`config.mk`:
```
export PLATFORM = sky130hd
export DESIGN_NAME = spkey_sequencer
export DESIGN_NICKNAME = d
export VERILOG_FILES = /design/src/rtl/spkey_sequencer.sv
export SDC_FILE = /design/constraint.sdc
export NUM_CORES = 1
export LEC_CHECK = 0
export CAP_MARGIN = 20
export CORE_ASPECT_RATIO = 0.9
export CORE_MARGIN = 8
export CORE_UTILIZATION = 40
export CTS_CLUSTER_SIZE = 8
export DETAILED_ROUTE_END_ITERATION = 7
export GPL_TIMING_DRIVEN = 0
export SYNTH_ARGS = -nofsm -noshare
export SYNTH_HDL_FRONTEND = slang
export SYNTH_SLANG_ARGS = --single-unit
export TNS_END_PERCENT = 30
```
`constraint.sdc`:
```
create_clock -name clk -period 4.25 [get_ports clk]
set_input_delay 0.85 -clock clk [delete_from_list [all_inputs] [get_ports clk]]
set_output_delay 0.85 -clock clk [all_outputs]
set_load 0.01 [all_outputs]
```
`src/rtl/spkey_sequencer.sv`:
```
// Purpose : debounces ten special-key levels and turns presses into a single
//           valid/ready event stream (keys 9/10 optionally report long presses).
// Latency : debounced edge in tick cycle N -> pending at N+1 -> evt_valid at N+2.
// Backpressure: one event pending per key; a key re-firing while its pending
//               slot is full is dropped and flagged on evt_ovf for one cycle.
//
// Ports:
//   clk, reset             : rising-edge clock, asynchronous active-high reset
//   spkey_function[10:1]   : raw key levels (1 = pressed), asynchronous to clk
//   evt_valid/evt_ready    : event handshake; code/long held stable until ready
//   evt_code[3:0]          : key index 1..10 of the presented event
//   evt_long               : presented event is a long press
//   keys_db[10:1]          : debounced key levels
//   evt_ovf                : one-cycle pulse when an event is dropped
//
// Build option: define SPKEY_LONGPRESS_EN to give keys 9 and 10 hold counters
// and long-press events; otherwise they behave like keys 1..8.

module spkey_sequencer #(
    parameter int TICK_DIV   = 16384,
    parameter int HOLD_TICKS = 64
) (
    input  logic        clk,
    input  logic        reset,
    input  logic [10:1] spkey_function,
    input  logic        evt_ready,
    output logic        evt_valid,
    output logic [3:0]  evt_code,
    output logic        evt_long,
    output logic [10:1] keys_db,
    output logic        evt_ovf
);

    localparam int PW = $clog2(TICK_DIV);

    typedef enum logic {
        S_IDLE    = 1'b0,
        S_PRESENT = 1'b1
    } state_t;

    // ------------------------------------------------------------------
    // Input synchroniser
    // ------------------------------------------------------------------
    logic [10:1] sync_q1;
    logic [10:1] sync_q2;

    always_ff @(posedge clk or posedge reset) begin
        if (reset) begin
            sync_q1 <= '0;
            sync_q2 <= '0;
        end else begin
            sync_q1 <= spkey_function;
            sync_q2 <= sync_q1;
        end
    end

    // ------------------------------------------------------------------
    // Sample-tick prescaler
    // ------------------------------------------------------------------
    logic [PW-1:0] presc;
    logic          tick;

    assign tick = (presc == PW'(TICK_DIV - 1));

    always_ff @(posedge clk or posedge reset) begin
        if (reset) begin
            presc <= '0;
        end else if (tick) begin
            presc <= '0;
        end else begin
            presc <= presc + 1'b1;
        end
    end

    // ------------------------------------------------------------------
    // Debounce: 4-sample history per key, level flips only on 4 agreeing
    // samples, otherwise the previous debounced level is kept.
    // ------------------------------------------------------------------
    logic [10:1][3:0] hist;
    logic [10:1][3:0] hist_nxt;
    logic [10:1]      db_nxt;

    always_comb begin
        hist_nxt = hist;
        db_nxt   = keys_db;
        if (tick) begin
            for (int k = 1; k <= 10; k++) begin
                hist_nxt[k] = {hist[k][2:0], sync_q2[k]};
                if (hist_nxt[k] == 4'b1111) begin
                    db_nxt[k] = 1'b1;
                end else if (hist_nxt[k] == 4'b0000) begin
                    db_nxt[k] = 1'b0;
                end
            end
        end
    end

    always_ff @(posedge clk or posedge reset) begin
        if (reset) begin
            hist    <= '0;
            keys_db <= '0;
        end else begin
            hist    <= hist_nxt;
            keys_db <= db_nxt;
        end
    end

    // ------------------------------------------------------------------
    // Event raising. db_nxt differs from keys_db only in tick cycles, so
    // every raise below is a tick-cycle pulse.
    // ------------------------------------------------------------------
    logic [10:1] raise;
    logic [10:1] raise_long;

`ifdef SPKEY_LONGPRESS_EN
    localparam logic [7:0] HOLD_M1  = 8'(HOLD_TICKS - 1);
    localparam logic [7:0] HOLD_LIM = 8'(HOLD_TICKS);

    logic [10:9][7:0] hold_cnt;

    always_ff @(posedge clk or posedge reset) begin
        if (reset) begin
            hold_cnt <= '0;
        end else begin
            for (int k = 9; k <= 10; k++) begin
                if (!keys_db[k]) begin
                    hold_cnt[k] <= '0;
                end else if (tick && hold_cnt[k] != 8'hFF) begin
                    hold_cnt[k] <= hold_cnt[k] + 8'd1;
                end
            end
        end
    end

    always_comb begin
        raise      = '0;
        raise_long = '0;
        for (int k = 1; k <= 8; k++) begin
            raise[k] = db_nxt[k] & ~keys_db[k];
        end
        // The counter is monotonic within a press and saturates at or above
        // HOLD_TICKS, so the "about to reach" match fires exactly once. A count
        // at or past HOLD_TICKS at release means the long event already went.
        for (int k = 9; k <= 10; k++) begin
            if (tick && keys_db[k] && db_nxt[k] && hold_cnt[k] == HOLD_M1) begin
                raise[k]      = 1'b1;
                raise_long[k] = 1'b1;
            end else if (keys_db[k] && !db_nxt[k] && hold_cnt[k] < HOLD_LIM) begin
                raise[k] = 1'b1;
            end
        end
    end
`else
    always_comb begin
        raise      = db_nxt & ~keys_db;
        raise_long = '0;
    end
`endif

    // ------------------------------------------------------------------
    // Pending slots and lowest-index selection
    // ------------------------------------------------------------------
    state_t      state;
    state_t      state_nxt;
    logic [10:1] pending;
    logic [10:1] pend_long;
    logic [10:1] sel_mask;
    logic [3:0]  sel_code;
    logic        sel_long;
    logic        sel_found;
    logic        take;
    logic [10:1] clr_mask;
    logic [10:1] pend_eff;
    logic [10:1] accept;
    logic [10:1] drop;
    logic [3:0]  cur_code;
    logic        cur_long;

    always_comb begin
        sel_mask  = '0;
        sel_code  = 4'd0;
        sel_long  = 1'b0;
        sel_found = 1'b0;
        for (int k = 1; k <= 10; k++) begin
            if (!sel_found && pending[k]) begin
                sel_found   = 1'b1;
                sel_mask[k] = 1'b1;
                sel_code    = 4'(k);
                sel_long    = pend_long[k];
            end
        end
    end

    // The slot being moved into PRESENT this cycle counts as free, so a key
    // firing again at that moment is queued rather than dropped.
    assign take     = (state == S_IDLE) && sel_found;
    assign clr_mask = take ? sel_mask : '0;
    assign pend_eff = pending & ~clr_mask;
    assign accept   = raise & ~pend_eff;
    assign drop     = raise & pend_eff;

    always_ff @(posedge clk or posedge reset) begin
        if (reset) begin
            pending   <= '0;
            pend_long <= '0;
            evt_ovf   <= 1'b0;
            cur_code  <= 4'd0;
            cur_long  <= 1'b0;
        end else begin
            pending   <= pend_eff | accept;
            pend_long <= (pend_long & ~accept) | (raise_long & accept);
            evt_ovf   <= |drop;
            if (take) begin
                cur_code <= sel_code;
                cur_long <= sel_long;
            end
        end
    end

    // ------------------------------------------------------------------
    // Arbiter FSM: state register / next state / outputs
    // ------------------------------------------------------------------
    always_ff @(posedge clk or posedge reset) begin
        if (reset) begin
            state <= S_IDLE;
        end else begin
            state <= state_nxt;
        end
    end

    // Returning to IDLE after every handshake guarantees one empty cycle
    // between consecutive events.
    always_comb begin
        state_nxt = state;
        case (state)
            S_IDLE:    if (take)      state_nxt = S_PRESENT;
            S_PRESENT: if (evt_ready) state_nxt = S_IDLE;
            default:                  state_nxt = S_IDLE;
        endcase
    end

    always_comb begin
        evt_valid = 1'b0;
        evt_code  = 4'd0;
        evt_long  = 1'b0;
        if (state == S_PRESENT) begin
            evt_valid = 1'b1;
            evt_code  = cur_code;
            evt_long  = cur_long;
        end
    end

endmodule
```
Yosys cells after proc, flatten, opt, wreduce, memory -nomap -nowiden
Index checks and enable logic that the tools add are counted.
Widths: inputs -> output; s select.
{"block": "op_classes", "n_div": 0, "n_addsub": 1, "n_bitwise": 11, "n_lt_le_gt_ge": 0, "muxes": 68, "eq_ne": 11, "multipliers": 0, "n_reduce_logical": 30, "shift": 0}
{"cell": "$mux 1", "n": 54}
{"cell": "$and 10x10->10", "n": 5}
{"cell": "$eq 4x4->1 const B", "n": 10}
{"cell": "$logic_not 4->1", "n": 10}
{"cell": "$mux 4", "n": 10}
{"cell": "$not 10->10", "n": 4}
{"cell": "$mux 10", "n": 2}
{"cell": "$add 14x1->14 const B", "n": 1}
{"cell": "$eq 14x14->1 const B", "n": 1}
{"cell": "$mux 14", "n": 1}
{"cell": "$logic_and 1x1->1", "n": 10}
{"cell": "$or 10x10->10", "n": 1}
{"cell": "$reduce_or 10->1", "n": 1}
{"cell": "$logic_not 1->1", "n": 9}
{"cell": "$pmux 1 s2", "n": 1}
{"cell": "$not 1->1", "n": 1}
{"block": "word_totals", "latch_bits": 0, "output_inout_bits": 17, "input_bits": 13, "word_cells": 141, "mem_bits_rw": 0, "romBits": 0, "memories": 0, "register_bits": 101}

Depth between registers and ports, before layout
{"block": "depth", "word_depth": 36, "depth_mapped": 8, "mapped_depth_nobuf": 6}

Worst setup path before layout
OpenSTA, ideal clock, no wires.
{"block": "synth_timing", "path_type": "reg2reg", "start": "register presc[0]", "end": "register keys_db[9] (netlist name)", "slack_ns": 2.097, "t_arrival_ns": 2.030, "stages_incl_launch_ff": 9, "path_buffers": 2, "setup_time_ns": 0.123, "synth_period_minus_slack_ns": 2.153, "required_time_ns": 4.127, "cell_sequence": "dfrtp_1 -> ha_1 -> nand4_1 -> or4_1 -> buf_2 -> buf_6 -> or4_1 -> a21oi_1 -> nor2_1"}
{"block": "synth_via", "elab_chain_len": 2}
{"item": "start: declaration", "line": "60", "rtl": "logic [PW-1:0] presc;"}
{"item": "start signal: assignment", "line": "71", "rtl": "presc <= presc + 1'b1;"}
{"item": "$eq 14x14->1", "line": "63", "rtl": "assign tick = (presc == PW'(TICK_DIV - 1));"}
{"item": "$mux 10", "line": "86", "rtl": "if (tick) begin"}
{"item": "net db_nxt, one bit", "line": "81", "rtl": "logic [10:1] db_nxt;"}
{"item": "end signal: assignment", "line": "104", "rtl": "keys_db <= db_nxt;"}
{"item": "end: declaration", "line": "30", "rtl": "output logic [10:1] keys_db,"}
The timed path passes the listed nets, and every way through them passes these cells.
A chain may end at the register's enable or synchronous reset.

Worst setup path in the final report
{"block": "layout_timing", "start": "register state", "end": "output evt_code[2]"}
{"block": "layout_via", "elab_chain_len": 1}
{"item": "start: declaration", "line": "163", "rtl": "state_t state;"}
{"item": "start signal: assignment", "line": "227", "rtl": "state <= state_nxt;"}
{"item": "$mux 4", "line": "246", "rtl": "if (state == S_PRESENT) begin"}
{"item": "end: declaration", "line": "28", "rtl": "output logic [3:0] evt_code,"}
Every way passes these cells.

==> impl_metrics.py <==
metrics = {
    "power": {
        "vdd_ir_drop_max_v": 0.000271,
        "switching_power_uw": 427,
        "p_int_uw": 1400,
        "p_leak_uw": 0.00239,
        "seqPwrFrac": 0.534,
        "powerDensity_nw_per_um2": 360,
        "pwr-share-comb": 0.018,
        "swShare": 0.234,
        "clkPwrFrac": 0.448,
    },
    "sta": {
        "fin_hold_ws_ns": 0.350,
        "skew_ns": 0.0108,
        "worst_pin_slew_ns": 0.812,
        "finalHoldViolCount": 0,
        "worst_slack_ns": 1.23,
        "fin_crit_ns": 3.02,
        "drv_slew": 0,
        "rsz0062_at_grt": "no",
        "finalCritPeriodShare": 0.712,
        "clock.fmax_ghz": 0.331,
        "report.final.setup_viol": 0,
        "max-slew-margin-rel": 0.454,
    },
    "logic_synthesis": {
        "synth_cell_types": 48,
        "async_flop_share": 1.00,
        "synth.yosys.seq_area_share": 0.591,
        "synth_nets": 445,
        "synth_top_area_share": 0.591,
        "ys_warn_count": 0,
        "syn_inst": 431,
        "synth_top_flop_cell": "dfrtp_1",
        "syn_avg_cell_area_um2": 9.92,
        "synth-edff-count": 0,
        "ys_seq_elements": 101,
        "synth_area_um2": 4280,
        "yosys-top-cells-area": "dfrtp_1 59%, nand2_1 9.8%, nor2_1 2.7%",
        "yosysTopAreaCell": "dfrtp_1",
    },
    "drt": {
        "drtAntennaViolNets": 0,
        "finalWirelength_mm": 9.37,
        "first_pass_iters": 4,
        "drc_errors": 0,
        "vias": 3243,
        "wire_per_inst_um": 15.3,
        "via_per_inst": 5.31,
        "drtIter0Drc": 238,
    },
    "hold_path": {
        "hold_path_class": "reg2reg",
        "worstHoldPathCells": 0,
        "hold_start": "sync_q1[8]",
        "worstHoldEndpoint": "sync_q2[8]",
    },
    "grt": {
        "grt_util_met2": 0.208,
        "grt.total_usage": 0.138,
        "met1_usage": 0.185,
        "grt.busiest_layer": "met2",
        "grt_max_degree": 66,
        "gr-usage-met3": 0.0424,
        "first_global_vias": 3095,
        "grt_pass1_wl_mm": 15.8,
        "grt_antenna_before_repair": 0,
        "grt_overflow": 0,
    },
    "clocking": {
        "hold_buffers": 0,
        "tritoncts": "done",
        "clock_insertion_delay_worst_skew_ns": 0.35,
        "htree_levels": 3,
        "post_cts_buffers": 0,
        "cts.sinks": 101,
        "clk_pin_slew_ns": 0.07,
        "post_cts_resized": 0,
        "cts_max_path_buffers": 2,
        "numCtsBuffers": 9,
        "root_buffer": "clkbuf_16",
    },
    "critical_path": {
        "crit_slowest_cell": "clkdlybuf4s50_1",
        "cp.required_ns": 3.40,
        "cpPeakStageDelay_ns": 0.53,
        "r2r_end": "keys_db[9]",
        "r2r_cells": 8,
        "arrival_ns": 2.17,
        "rr_startpoint": "presc[0]",
        "criticalPathCategory": "reg2out",
        "crit_fanout": 10,
        "setup.worst_path.end_class": "output pin",
        "crit_chain": "clkbuf_1, clkbuf_1, and2_1, clkdlybuf4s50_1",
        "critPathLaunchType": "register",
        "path_common_cell": "clkbuf_1",
        "rrSetupSlack_ns": 1.85,
    },
    "floorplan": {
        "die-width_um": 125,
        "core_um2": 10600,
        "dieArea_um2": 14300,
        "rows": 36,
        "io_pins": 30,
        "initial_core_util": 0.402,
        "die_y_um": 114,
    },
    "run_status": {
        "status": "complete, no violations",
    },
    "placement": {
        "post-place-ws_ns": 1.61,
        "io_buffers": 29,
        "place_hpwl_mm": 6.42,
        "place_congestion": 0.809,
        "dp_cells": 595,
        "place_area_um2": 4770,
    },
    "cells_and_area": {
        "layout.nets": 487,
        "layoutNonFillerInstCount": 611,
        "postLayoutCellArea_um2": 5070,
        "final_core_util": 0.477,
        "antenna_cells": 0,
        "syn_to_final_growth_pct": 18.6,
        "drive_gt1_frac": 0.0586,
    },
    "job": {
        "maxCapViolations": 0,
    },
}
cell usage in the layout, fill, tap and decap left out, drive strengths merged, types with 3 or more instances in the layout:
master and n:
xor2 7, inv 17, nand4 9, a21boi 5, o21a 4, nor2 31, and2 5, nor3b 3
nand2 112, dfrtp 101, a21oi 16, clkdlybuf4s50 29, a41oi 10, nor3 6, xnor2 4, or4 12
clkinv 3, clkbuf 19, buf 8, nor4 5, and4b 4, o31ai 4, o21ai 16, nand3b 3
nor2b 5, and3 4, nand3 10
critical path, delay by kind of cell, from the launching register on:
| kind | cells | cell delay, ns |
|---|---|---|
| buffers and inverters | 3 | 1.28 |
| flip-flops | 1 | 0.37 |
| AND/OR/NAND/NOR | 1 | 0.18 |
cells in the mapped netlist (3+ instances only):
| cell type | number |
|---|---|
| nand2_1 | 112 |
| dfrtp_1 | 101 |
| nor2_1 | 31 |
| a21oi_1 | 16 |
| o21ai_0 | 16 |
| inv_1 | 14 |
| or4_1 | 12 |
| a41oi_1 | 10 |
| clkbuf_1 | 10 |
| nand3_1 | 10 |
| nand4_1 | 8 |
| xor2_1 | 7 |
| nor3_1 | 6 |
| a21boi_0 | 5 |
| and2_1 | 5 |
| nor2b_1 | 5 |
| nor4_1 | 5 |
| and3_1 | 4 |
| and4b_1 | 4 |
| buf_2 | 4 |
| o21a_1 | 4 |
| o31ai_1 | 4 |
| xnor2_1 | 4 |
| nand3b_1 | 3 |
| nor3b_1 | 3 |
per-layer routing:
| layer | vias to the layer above | share of wire |
|---|---|---|
| met4 | 0 | 0.0092 |
| met2 | 64 | 0.45 |
| met3 | 8 | 0.051 |
| met1 | 1584 | 0.49 |
| li1 | 1587 | - |
| met5 | - | 0 |
area by class of cell:
cell class	instances	area (um2)
sequential	101	2530
clock inverter	7	80.1
clock buffer	9	225
tap	133	166
inverter	14	55.1
fill	1007	5560
buffer	16	76.3
multi-input combinational	300	1620
timing repair buffer	31	323
kinds of logic after synthesis:
| kind of cell | synth area share |
|---|---|
| AND/OR/NAND/NOR | 0.241 |
| buffers and inverters | 0.0301 |
| XOR/XNOR | 0.0225 |
| multiplexers | 0.00234 |
| adder cells (fa/ha/maj) | 0.00293 |
| flip-flops | 0.591 |
| AO/OA/AOI/OAI | 0.110 |
worst max-delay path by stage:
| stage | slack [ns] | cells past startpoint | from | to |
|---|---|---|---|---|
| 2_1_floorplan | 0.75 | 1 | reset | cur_code[0] |
| 3_3_place_gp | -0.75 | 2 | reset | pending[2] |
| 3_5_place_dp | 1.61 | 4 | state | evt_code[2] |
| 4_1_cts | 1.21 | 4 | state | evt_code[2] |
| 5_1_grt | 1.10 | 4 | state | evt_code[3] |
| 6_report | 1.23 | 4 | state | evt_code[2] |
state kept, by name, summed over array words and instances (netlist names):
register / flops
cur_code: 4
cur_long: 1
evt_ovf: 1
hist: 30
keys_db: 10
pend_long: 10
pending: 10
presc: 14
state: 1
sync_q1: 10
sync_q2: 10
power by group through the flow:
stage,Sequential (uW),Clock (uW),Combinational (uW)
after floorplan,993,0,14.9
after global placement,995,0,30.8
after detailed placement,995,0,34.8
after CTS,976,847,34.9
after global routing,977,880,39.0
final,976,819,32.9
metrics by stage:
step                      total power [uW]  setup TNS (ns)
after floorplan                       1010               0
after global placement                1030          -74.69
after detailed placement              1030               0
after CTS                             1860               0
after global routing                  1900               0
final                                 1830               0
(Power assumes the default switching activity.)
